**src/rtl/fir_decimator_buffer_if.sv**
```systemverilog
// Sample stream in, decimated FIFO stream out; master = producer/consumer side, slave = buffer.
interface fir_decimator_buffer_if #(
  parameter int N     = 16,
  parameter int DEPTH = 8
);
  localparam int CW = $clog2(DEPTH) + 1;

  logic [N-1:0]  data_in;
  logic          in_en;
  logic [N-1:0]  data_out;
  logic          out_valid;
  logic          out_ready;
  logic [CW-1:0] fifo_count;
  logic          overflow;
  logic          clear_ovf;

  modport master (
    output data_in, in_en, out_ready, clear_ovf,
    input  data_out, out_valid, fifo_count, overflow
  );

  modport slave (
    input  data_in, in_en, out_ready, clear_ovf,
    output data_out, out_valid, fifo_count, overflow
  );
endinterface

```
**src/rtl/fir_decimator_buffer.sv**
```systemverilog
// Decimate-by-DECIM then FWFT FIFO; FIR_DECIM_AVG_EN selects frame averaging over picking.
// Latency: one clock from decimation event to out_valid. Backpressure: full FIFO drops the event and sets sticky overflow.
module fir_decimator_buffer #(
  parameter int N     = 16,
  parameter int DECIM = 4,
  parameter int DEPTH = 8
) (
  input  logic clk,
  input  logic reset,
  fir_decimator_buffer_if.slave bus
);
  localparam int PW = $clog2(DEPTH);
  localparam int CW = PW + 1;
  localparam int DW = $clog2(DECIM);

  logic [DW-1:0] phase_q, phase_d;
  logic [PW-1:0] wr_ptr_q, wr_ptr_d;
  logic [PW-1:0] rd_ptr_q, rd_ptr_d;
  logic [CW-1:0] count_q, count_d;
  logic          ovf_q, ovf_d;
  logic [N-1:0]  mem_q [DEPTH];

  logic          empty, full, dec_evt, pop, push;
  logic [N-1:0]  push_val;

  assign empty   = (count_q == '0);
  assign full    = (count_q == CW'(DEPTH));
  assign dec_evt = bus.in_en && (phase_q == DW'(DECIM - 1));
  // out_valid is registered state, so a push into an empty FIFO is never popped the same cycle.
  assign pop     = !empty && bus.out_ready;
  assign push    = dec_evt && (!full || pop);

`ifdef FIR_DECIM_AVG_EN
  localparam int AW = N + DW;
  logic [AW-1:0] acc_q, acc_d, sum;

  assign sum      = acc_q + AW'(bus.data_in);
  assign push_val = N'(sum >> DW);

  always_comb begin
    acc_d = acc_q;
    if (bus.in_en) acc_d = dec_evt ? '0 : sum;
  end

  always_ff @(posedge clk or negedge reset) begin
    if (!reset) acc_q <= '0;
    else        acc_q <= acc_d;
  end
`else
  assign push_val = bus.data_in;
`endif

  always_comb begin
    phase_d  = phase_q;
    wr_ptr_d = wr_ptr_q;
    rd_ptr_d = rd_ptr_q;
    count_d  = count_q;
    ovf_d    = ovf_q;
    if (bus.in_en) phase_d = phase_q + DW'(1);
    if (push)      wr_ptr_d = wr_ptr_q + PW'(1);
    if (pop)       rd_ptr_d = rd_ptr_q + PW'(1);
    case ({push, pop})
      2'b10:   count_d = count_q + CW'(1);
      2'b01:   count_d = count_q - CW'(1);
      default: count_d = count_q;
    endcase
    // A drop in the same cycle as clear_ovf must leave the flag set.
    if (dec_evt && !push) ovf_d = 1'b1;
    else if (bus.clear_ovf) ovf_d = 1'b0;
  end

  always_ff @(posedge clk or negedge reset) begin
    if (!reset) begin
      phase_q  <= '0;
      wr_ptr_q <= '0;
      rd_ptr_q <= '0;
      count_q  <= '0;
      ovf_q    <= 1'b0;
    end else begin
      phase_q  <= phase_d;
      wr_ptr_q <= wr_ptr_d;
      rd_ptr_q <= rd_ptr_d;
      count_q  <= count_d;
      ovf_q    <= ovf_d;
    end
  end

  always_ff @(posedge clk) begin
    if (push) mem_q[wr_ptr_q] <= push_val;
  end

  assign bus.out_valid  = !empty;
  assign bus.data_out   = empty ? '0 : mem_q[rd_ptr_q];
  assign bus.fifo_count = count_q;
  assign bus.overflow   = ovf_q;
endmodule

```
**src/flat_wrapper.sv**
```systemverilog
// flat-port wrapper written by rule: the top's interface ports become plain ports
module fir_decimator_buffer_flat 
#(
  parameter int N     = 16,
  parameter int DECIM = 4,
  parameter int DEPTH = 8
)
  (clk, reset, bus_data_in, bus_in_en, bus_out_ready, bus_clear_ovf, bus_data_out, bus_out_valid, bus_fifo_count, bus_overflow);
  fir_decimator_buffer_if #(.N(N), .DEPTH(DEPTH)) bus_i ();
  input  logic clk;
  input  logic reset;
  input wire logic [$bits(bus_i.data_in)-1:0] bus_data_in;
  input wire logic [$bits(bus_i.in_en)-1:0] bus_in_en;
  input wire logic [$bits(bus_i.out_ready)-1:0] bus_out_ready;
  input wire logic [$bits(bus_i.clear_ovf)-1:0] bus_clear_ovf;
  output wire logic [$bits(bus_i.data_out)-1:0] bus_data_out;
  output wire logic [$bits(bus_i.out_valid)-1:0] bus_out_valid;
  output wire logic [$bits(bus_i.fifo_count)-1:0] bus_fifo_count;
  output wire logic [$bits(bus_i.overflow)-1:0] bus_overflow;
  assign bus_i.data_in = bus_data_in;
  assign bus_i.in_en = bus_in_en;
  assign bus_i.out_ready = bus_out_ready;
  assign bus_i.clear_ovf = bus_clear_ovf;
  assign bus_data_out = bus_i.data_out;
  assign bus_out_valid = bus_i.out_valid;
  assign bus_fifo_count = bus_i.fifo_count;
  assign bus_overflow = bus_i.overflow;
  fir_decimator_buffer #(.N(N), .DECIM(DECIM), .DEPTH(DEPTH)) u_core (.clk(clk), .reset(reset), .bus(bus_i));
endmodule
```
**config.mk**
```make
export PLATFORM = sky130hd
export DESIGN_NAME = fir_decimator_buffer_flat
export DESIGN_NICKNAME = d
export VERILOG_FILES = /design/src/rtl/fir_decimator_buffer_if.sv /design/src/rtl/fir_decimator_buffer.sv /design/src/flat_wrapper.sv
export SDC_FILE = /design/constraint.sdc
export NUM_CORES = 1
export LEC_CHECK = 0
export BUFFER_PORTS_ARGS = -buffer_cell sky130_fd_sc_hd__buf_2
export CAP_MARGIN = 20
export CORE_MARGIN = 5
export CORE_UTILIZATION = 55
export CTS_CLUSTER_DIAMETER = 150
export DETAILED_ROUTE_END_ITERATION = 16
export MAX_ROUTING_LAYER = met4
export PLACE_DENSITY = 0.8
export SYNTH_ARGS = -nofsm -noshare
export SYNTH_HDL_FRONTEND = slang
export SYNTH_SLANG_ARGS = --single-unit
```
**constraint.sdc**
```tcl
create_clock -name clk -period 2.9 [get_ports clk]
set_input_delay 0.435 -clock clk [delete_from_list [all_inputs] [get_ports clk]]
set_output_delay 0.435 -clock clk [all_outputs]
set_load 0.02 [all_outputs]
```
==> impl_metrics.yaml, run 1 <==
finish:
  final-seq-area_um2: 4170
  final_area_um2: 6628
  layout_commonest_cell: "edfxtp_1"
  areaGrowthSynthToFinish_pct: 17.58
  n_fill_cell: 630
  drive_above_1_share: 0.3840
  layout_common_cells: "128 x edfxtp_1, 42 x buf_2, 32 x mux4_2"
  num-nets-final: 363
  fin_cells: 487
  multi_input_comb_area_um2: 1394
timing:
  rsz0062_at_grt: "no"
  relSlewSlack: 0.6118
  final_hold_viol_count: 0
  setup_viol: 0
  period_share: 0.9109
  worstMarginPinSlew_ps: 579.2
  fin_crit_ps: 2642
  fin_skew_ps: 9.323
  slew_viol_final: 0
  max_freq_mhz: 378.5
  fin_setup_tns_ps: 0
floorplan:
  die_area_um2: 12370
  initial_core_util: 0.5560
  core-area_um2: 10140
  num_io_pins: 43
  die_y_um: 111.2
  die_x_um: 111.2
  rows: 37
drt:
  vias: 2731
  first_pass_iters: 6
  drt_wl_total_um: 10250
  viasPerCell: 5.608
  ant_nets: 0
  drc: 0
  route.detailed.wl_per_inst_um: 21.06
  drtIter0Drc: 229
power:
  pwr-share-clk: 0.287
  switching_share: 0.3297
  switchingPower_mw: 2.181
  p_int_mw: 4.435
  power_density_nw_per_um2: 998.2
  pwr-share-comb: 0.318
  power_frac_seq: 0.394
  p_total_mw: 6.616
  ir_drop_mv: 0.5062
  p_leak_nw: 2.305
job:
  cap_violations: 0
yosys:
  netlist_area_um2: 5637
  syn_inst: 273
  yosysWarnings: 0
  ys_ff_latch: 141
  ys_types: 33
  synthesis.nets: 300
  syn_area_per_cell_um2: 20.65
  synth-seq-area-share: 0.7396
clock_network:
  root_buffer: "clkbuf_8"
  htreeDepth: 4
  cts_tree: "done"
  clock-sinks: 141
  clock_latency_ps: 520
  cts-resized-gates: 0
  clock_path_buffers: 2
  clkTransAtPathRegs_ps: 70
  numCtsBuffers: 17
placement:
  hpwlAfterDp_um: 5968
  placed_cells: 452
  gp_congestion: 0.7539
  port_buffers: 42
  place_area_um2: 6085
critical_path:
  cp.required_ps: 2470
  worstPathArrival_ps: 2210
  path_max_fanout: 18
  crit_slowest_cell: "mux4_2"
  critPathLaunchType: "register"
  cp_top_family: "multiplexers"
  worstSetupPathType: "register to primary output"
  critPathMaxStageDelay_ps: 560
  critPathBufInv: 2
  crit_chain: "buf_4 > mux4_2 > mux2i_1 > nor2_1 > buf_2"
  endpoint_kind: "primary output"
grt:
  grt_pass1_vias: 2885
  grt_antenna_before_repair: 1
  grtUsageTotal: 0.1834
  grt_remaining_overflow: 0
  grt_max_degree: 19
  grt_pass1_wl_um: 16390
min_path:
  hp-class: "primary input to register"
run_status:
  status: "finished, final reports clean"
logic make-up after synthesis:
kind of cell / count (synthesis) / share of synthesized area
flops: 141 / 0.7396
xor+xnor: 10 / 0.01554
mux: 52 / 0.1649
buf+inv: 18 / 0.01842
fa+ha+maj: 6 / 0.01332
simple gates: 40 / 0.03885
compound gates: 6 / 0.009325
cells in the mapped netlist:
library cell / count / area (um^2)
dfrtp_1: 13 / 325.3
ha_1: 6 / 75.07
o32ai_1: 1 / 8.760
o22ai_1: 1 / 6.260
a31oi_1: 1 / 6.260
nor3b_1: 4 / 30.03
nor2b_1: 3 / 18.77
buf_6: 3 / 33.78
inv_1: 4 / 15.01
xor2_1: 6 / 52.55
nor2_1: 19 / 71.32
nand3b_1: 1 / 7.510
mux4_2: 32 / 720.7
mux2_1: 1 / 11.26
a21oi_1: 2 / 10.01
nor2_4: 1 / 11.26
a31oi_4: 1 / 21.27
nand3_1: 3 / 15.01
mux2_2: 2 / 22.52
nor4_4: 1 / 21.27
clkbuf_1: 3 / 11.26
nand2_2: 1 / 6.260
mux2_4: 1 / 15.01
mux2i_1: 16 / 160.2
buf_2: 5 / 25.02
edfxtp_1: 128 / 3844
nor3_2: 1 / 10.01
xnor2_1: 4 / 35.03
or3_1: 1 / 6.260
nand2_1: 3 / 11.26
buf_4: 2 / 15.01
buf_1: 1 / 3.750
nor3_1: 2 / 10.01
metrics by stage:
stage / setup slack [ps] / hold slack, ps / util
after floorplan: 81.32 / 139.4 / -
after global placement: 716.9 / 344.3 / 0.6001
after detailed placement: 608.2 / 337.3 / 0.6001
after CTS: 178.0 / 87.32 / 0.6532
after global routing: 113.2 / 95.44 / 0.6535
final: 258.3 / 105.7 / 0.6537
per-layer routing:
| layer | vias to the layer above | wire, um | global-route usage |
|---|---|---|---|
| met2 | 61 | 5105 | 0.2799 |
| met3 | 11 | 474 | 0.05186 |
| met5 | - | 0 | - |
| met4 | 0 | 133 | 0.06813 |
| met1 | 1427 | 4540 | 0.2379 |
| li1 | 1232 | - | - |
power groups by stage:
stage                     Clock (mW)  Sequential [mW]  Combinational, mW
after global routing            2.03             2.64               2.30
after CTS                       1.93             2.61               2.15
final                           1.90             2.61               2.10
after floorplan                    0             2.60               1.62
after detailed placement           0             2.65               2.12
after global placement             0             2.63               2.10
what timing repair did:
item                                   in CTS  in global routing
hold buffers                                1                  0
endpoints found under the hold margin      13                  0
buffers inserted                            0                  0
path summary, 6_finish.rpt:
path                                               start                       end  slack [ps]  cells past startpoint
worst min register to register         u_core.phase_q[0]         u_core.phase_q[0]         470                      1
worst max register to register  u_core.bus.fifo_count[1]  u_core.bus.fifo_count[2]         570                     10
max in group asynchronous                          reset        u_core.rd_ptr_q[0]        2320                      2
worst min-delay path                       bus_clear_ovf       u_core.bus.overflow         110                      2
min in group asynchronous                          reset  u_core.bus.fifo_count[0]         330                      2
worst max-delay path                  u_core.rd_ptr_q[0]          bus_data_out[15]         260                      5
state kept, by name, summed over array words and instances, names as in the netlist:
register and cells:
u_core.rd_ptr_q 3, u_core.bus.overflow 1, u_core.mem_q 128, u_core.phase_q 2
u_core.bus.fifo_count 4, u_core.wr_ptr_q 3
cell type report:
| type | instances | share of cell area |
|---|---|---|
| diodes | 2 | 0.0007551 |
| clock buffers | 17 | 0.06249 |
| clock inverters | 15 | 0.01718 |
| inverters | 4 | 0.002265 |
| multi-input cells | 114 | 0.2103 |
| flip-flops and latches | 141 | 0.6292 |
| well taps | 136 | 0.02567 |
| repair buffers | 58 | 0.05210 |
No activity file was read; power rests on OpenSTA's default activity.
==> inputs of run 2 (changes only) <==
--- a/config.mk
+++ b/config.mk
@@ -7,12 +7,14 @@
 export LEC_CHECK = 0
 export BUFFER_PORTS_ARGS = -buffer_cell sky130_fd_sc_hd__buf_2
 export CAP_MARGIN = 20
+export CELL_PAD_IN_SITES_DETAIL_PLACEMENT = 1
+export CELL_PAD_IN_SITES_GLOBAL_PLACEMENT = 1
 export CORE_MARGIN = 5
-export CORE_UTILIZATION = 55
+export CORE_UTILIZATION = 52
 export CTS_CLUSTER_DIAMETER = 150
 export DETAILED_ROUTE_END_ITERATION = 16
 export MAX_ROUTING_LAYER = met4
-export PLACE_DENSITY = 0.8
+export PLACE_DENSITY = 0.85
 export SYNTH_ARGS = -nofsm -noshare
 export SYNTH_HDL_FRONTEND = slang
 export SYNTH_SLANG_ARGS = --single-unit
==> impl_metrics.yaml, run 2 (synthesis gave the netlist of run 1 again) <==
clock_network:
  cts-resized-gates: 0
  clock_latency_ps: 530
  clkTransAtPathRegs_ps: 60
  cts_tree: "done"
  clock_path_buffers: 2
  htreeDepth: 4
  root_buffer: "clkbuf_8"
  post_cts_buffers: 0
  numCtsBuffers: 17
  cts.hold.buffers_added: 1
  clock-sinks: 141
floorplan:
  core-area_um2: 10750
  die_y_um: 114.1
  num_io_pins: 43
  die_x_um: 114.1
  die_area_um2: 13020
  initial_core_util: 0.5246
  rows: 38
finish:
  areaGrowthSynthToFinish_pct: 20.31
  final-seq-area_um2: 4170
  layout_commonest_cell: "edfxtp_1"
  num-nets-final: 364
  n_fill_cell: 900
  diodes: 0
  multi_input_comb_area_um2: 1394
  post-route-util: 0.6311
  largest_register_ffs: 128
  layout_common_cells: "128 x edfxtp_1, 42 x buf_2, 32 x mux4_2"
  final_area_um2: 6782
  drive_above_1_share: 0.3811
  largest_register: "u_core.mem_q"
drt:
  drt-met1-wl_um: 4959
  viasPerCell: 5.693
  drt_wl_total_um: 12060
  ant_nets: 0
  maxUsedRoutingLayer: "met4"
  drc: 0
  drtIter0Drc: 167
  wl_met2_um: 6442
  dr_wl_met3_um: 521
  first_pass_iters: 4
  vias: 2784
  route.detailed.wl_per_inst_um: 24.67
grt:
  grt_antenna_before_repair: 0
  grt_max_degree: 35
  grtUsageTotal: 0.2126
  grt_pass1_wl_um: 19170
  grt_remaining_overflow: 0
  grt_pass1_vias: 3184
power:
  ir_drop_mv: 0.6956
  p_leak_nw: 2.386
  power_density_nw_per_um2: 1071
placement:
  place_area_um2: 6110
  gp_congestion: 0.7404
  hpwlAfterDp_um: 7057
  pre_cts_ws_ps: 591.6
  port_buffers: 42
critical_path:
  path_max_fanout: 25
  crit_chain: "buf_12 > mux4_2 > mux2i_1 > nor2_1 > buf_2"
  reg2regPathDepth: 10
  cp.required_ps: 2470
  worstSetupPathType: "register to primary output"
  cp_top_family: "multiplexers"
  worstPathArrival_ps: 2160
  crit_slowest_cell: "mux4_2"
  critPathMaxStageDelay_ps: 550
  critPathBufInv: 2
  cp-endpoint: "bus_data_out[14]"
  critPathLaunchType: "register"
  r2r_slack_ps: 550
  r2r-start: "u_core.bus.fifo_count[1]"
  r2r_end: "u_core.bus.fifo_count[2]"
  endpoint_kind: "primary output"
  cp.depth: 5
  crit_start: "u_core.rd_ptr_q[0]"
timing:
  period_share: 0.8954
  fin_skew_ps: 5.977
  max_freq_mhz: 385.1
  rsz0062_at_grt: "no"
  fin_crit_ps: 2597
  fin_setup_tns_ps: 0
  relSlewSlack: 0.6187
  worstMarginPinSlew_ps: 571.9
  slew_viol_final: 0
  final_hold_viol_count: 0
  setup_viol: 0
  worst_slack_ps: 303.2
min_path:
  hp-class: "primary input to register"
job:
  cap_violations: 0
run_status:
  status: "finished, final reports clean"
run 2: layer usage:
layer | global-route usage | vias up
met3 | 0.05074 | 13
met4 | 0.07047 | 0
met1 | 0.2583 | 1476
li1 | - | 1226
met5 | - | -
met2 | 0.3536 | 69
run 2: how the worst min path moves through the flow:
| stage | end | cells after the start | startpoint |
|---|---|---|---|
| after floorplan | u_core.bus.fifo_count[0] | 0 | reset |
| after global placement | u_core.bus.overflow | 1 | reset |
| after detailed placement | u_core.bus.overflow | 1 | reset |
| after CTS | u_core.bus.overflow | 2 | bus_clear_ovf |
| after global routing | u_core.bus.overflow | 2 | bus_clear_ovf |
| final | u_core.bus.overflow | 2 | bus_clear_ovf |
run 2: per-stage QoR:
step | hold slack [ps] | power (mW) | instances
global placement | 340.5 | 4.777 | 457
floorplan | 139.4 | 4.214 | 273
detailed placement | 352.7 | 4.853 | 457
global route | 94.63 | 7.618 | 489
CTS | 85.85 | 7.340 | 489
finish | 100.1 | 7.264 | 489
run 2: area by class of cell:
class / instances / area share
flip-flops and latches: 141 / 0.6149
multi-input cells: 114 / 0.2055
clock buffers: 18 / 0.06162
repair buffers: 59 / 0.05387
clock inverters: 13 / 0.03598
well taps: 140 / 0.02583
inverters: 4 / 0.002214
run 2: report_power, final:
group	switching (mW)	internal (mW)	leakage, nW
clock network	0.803	1.65	0.320
registers	0.223	2.42	1.31
logic	1.18	0.989	0.759
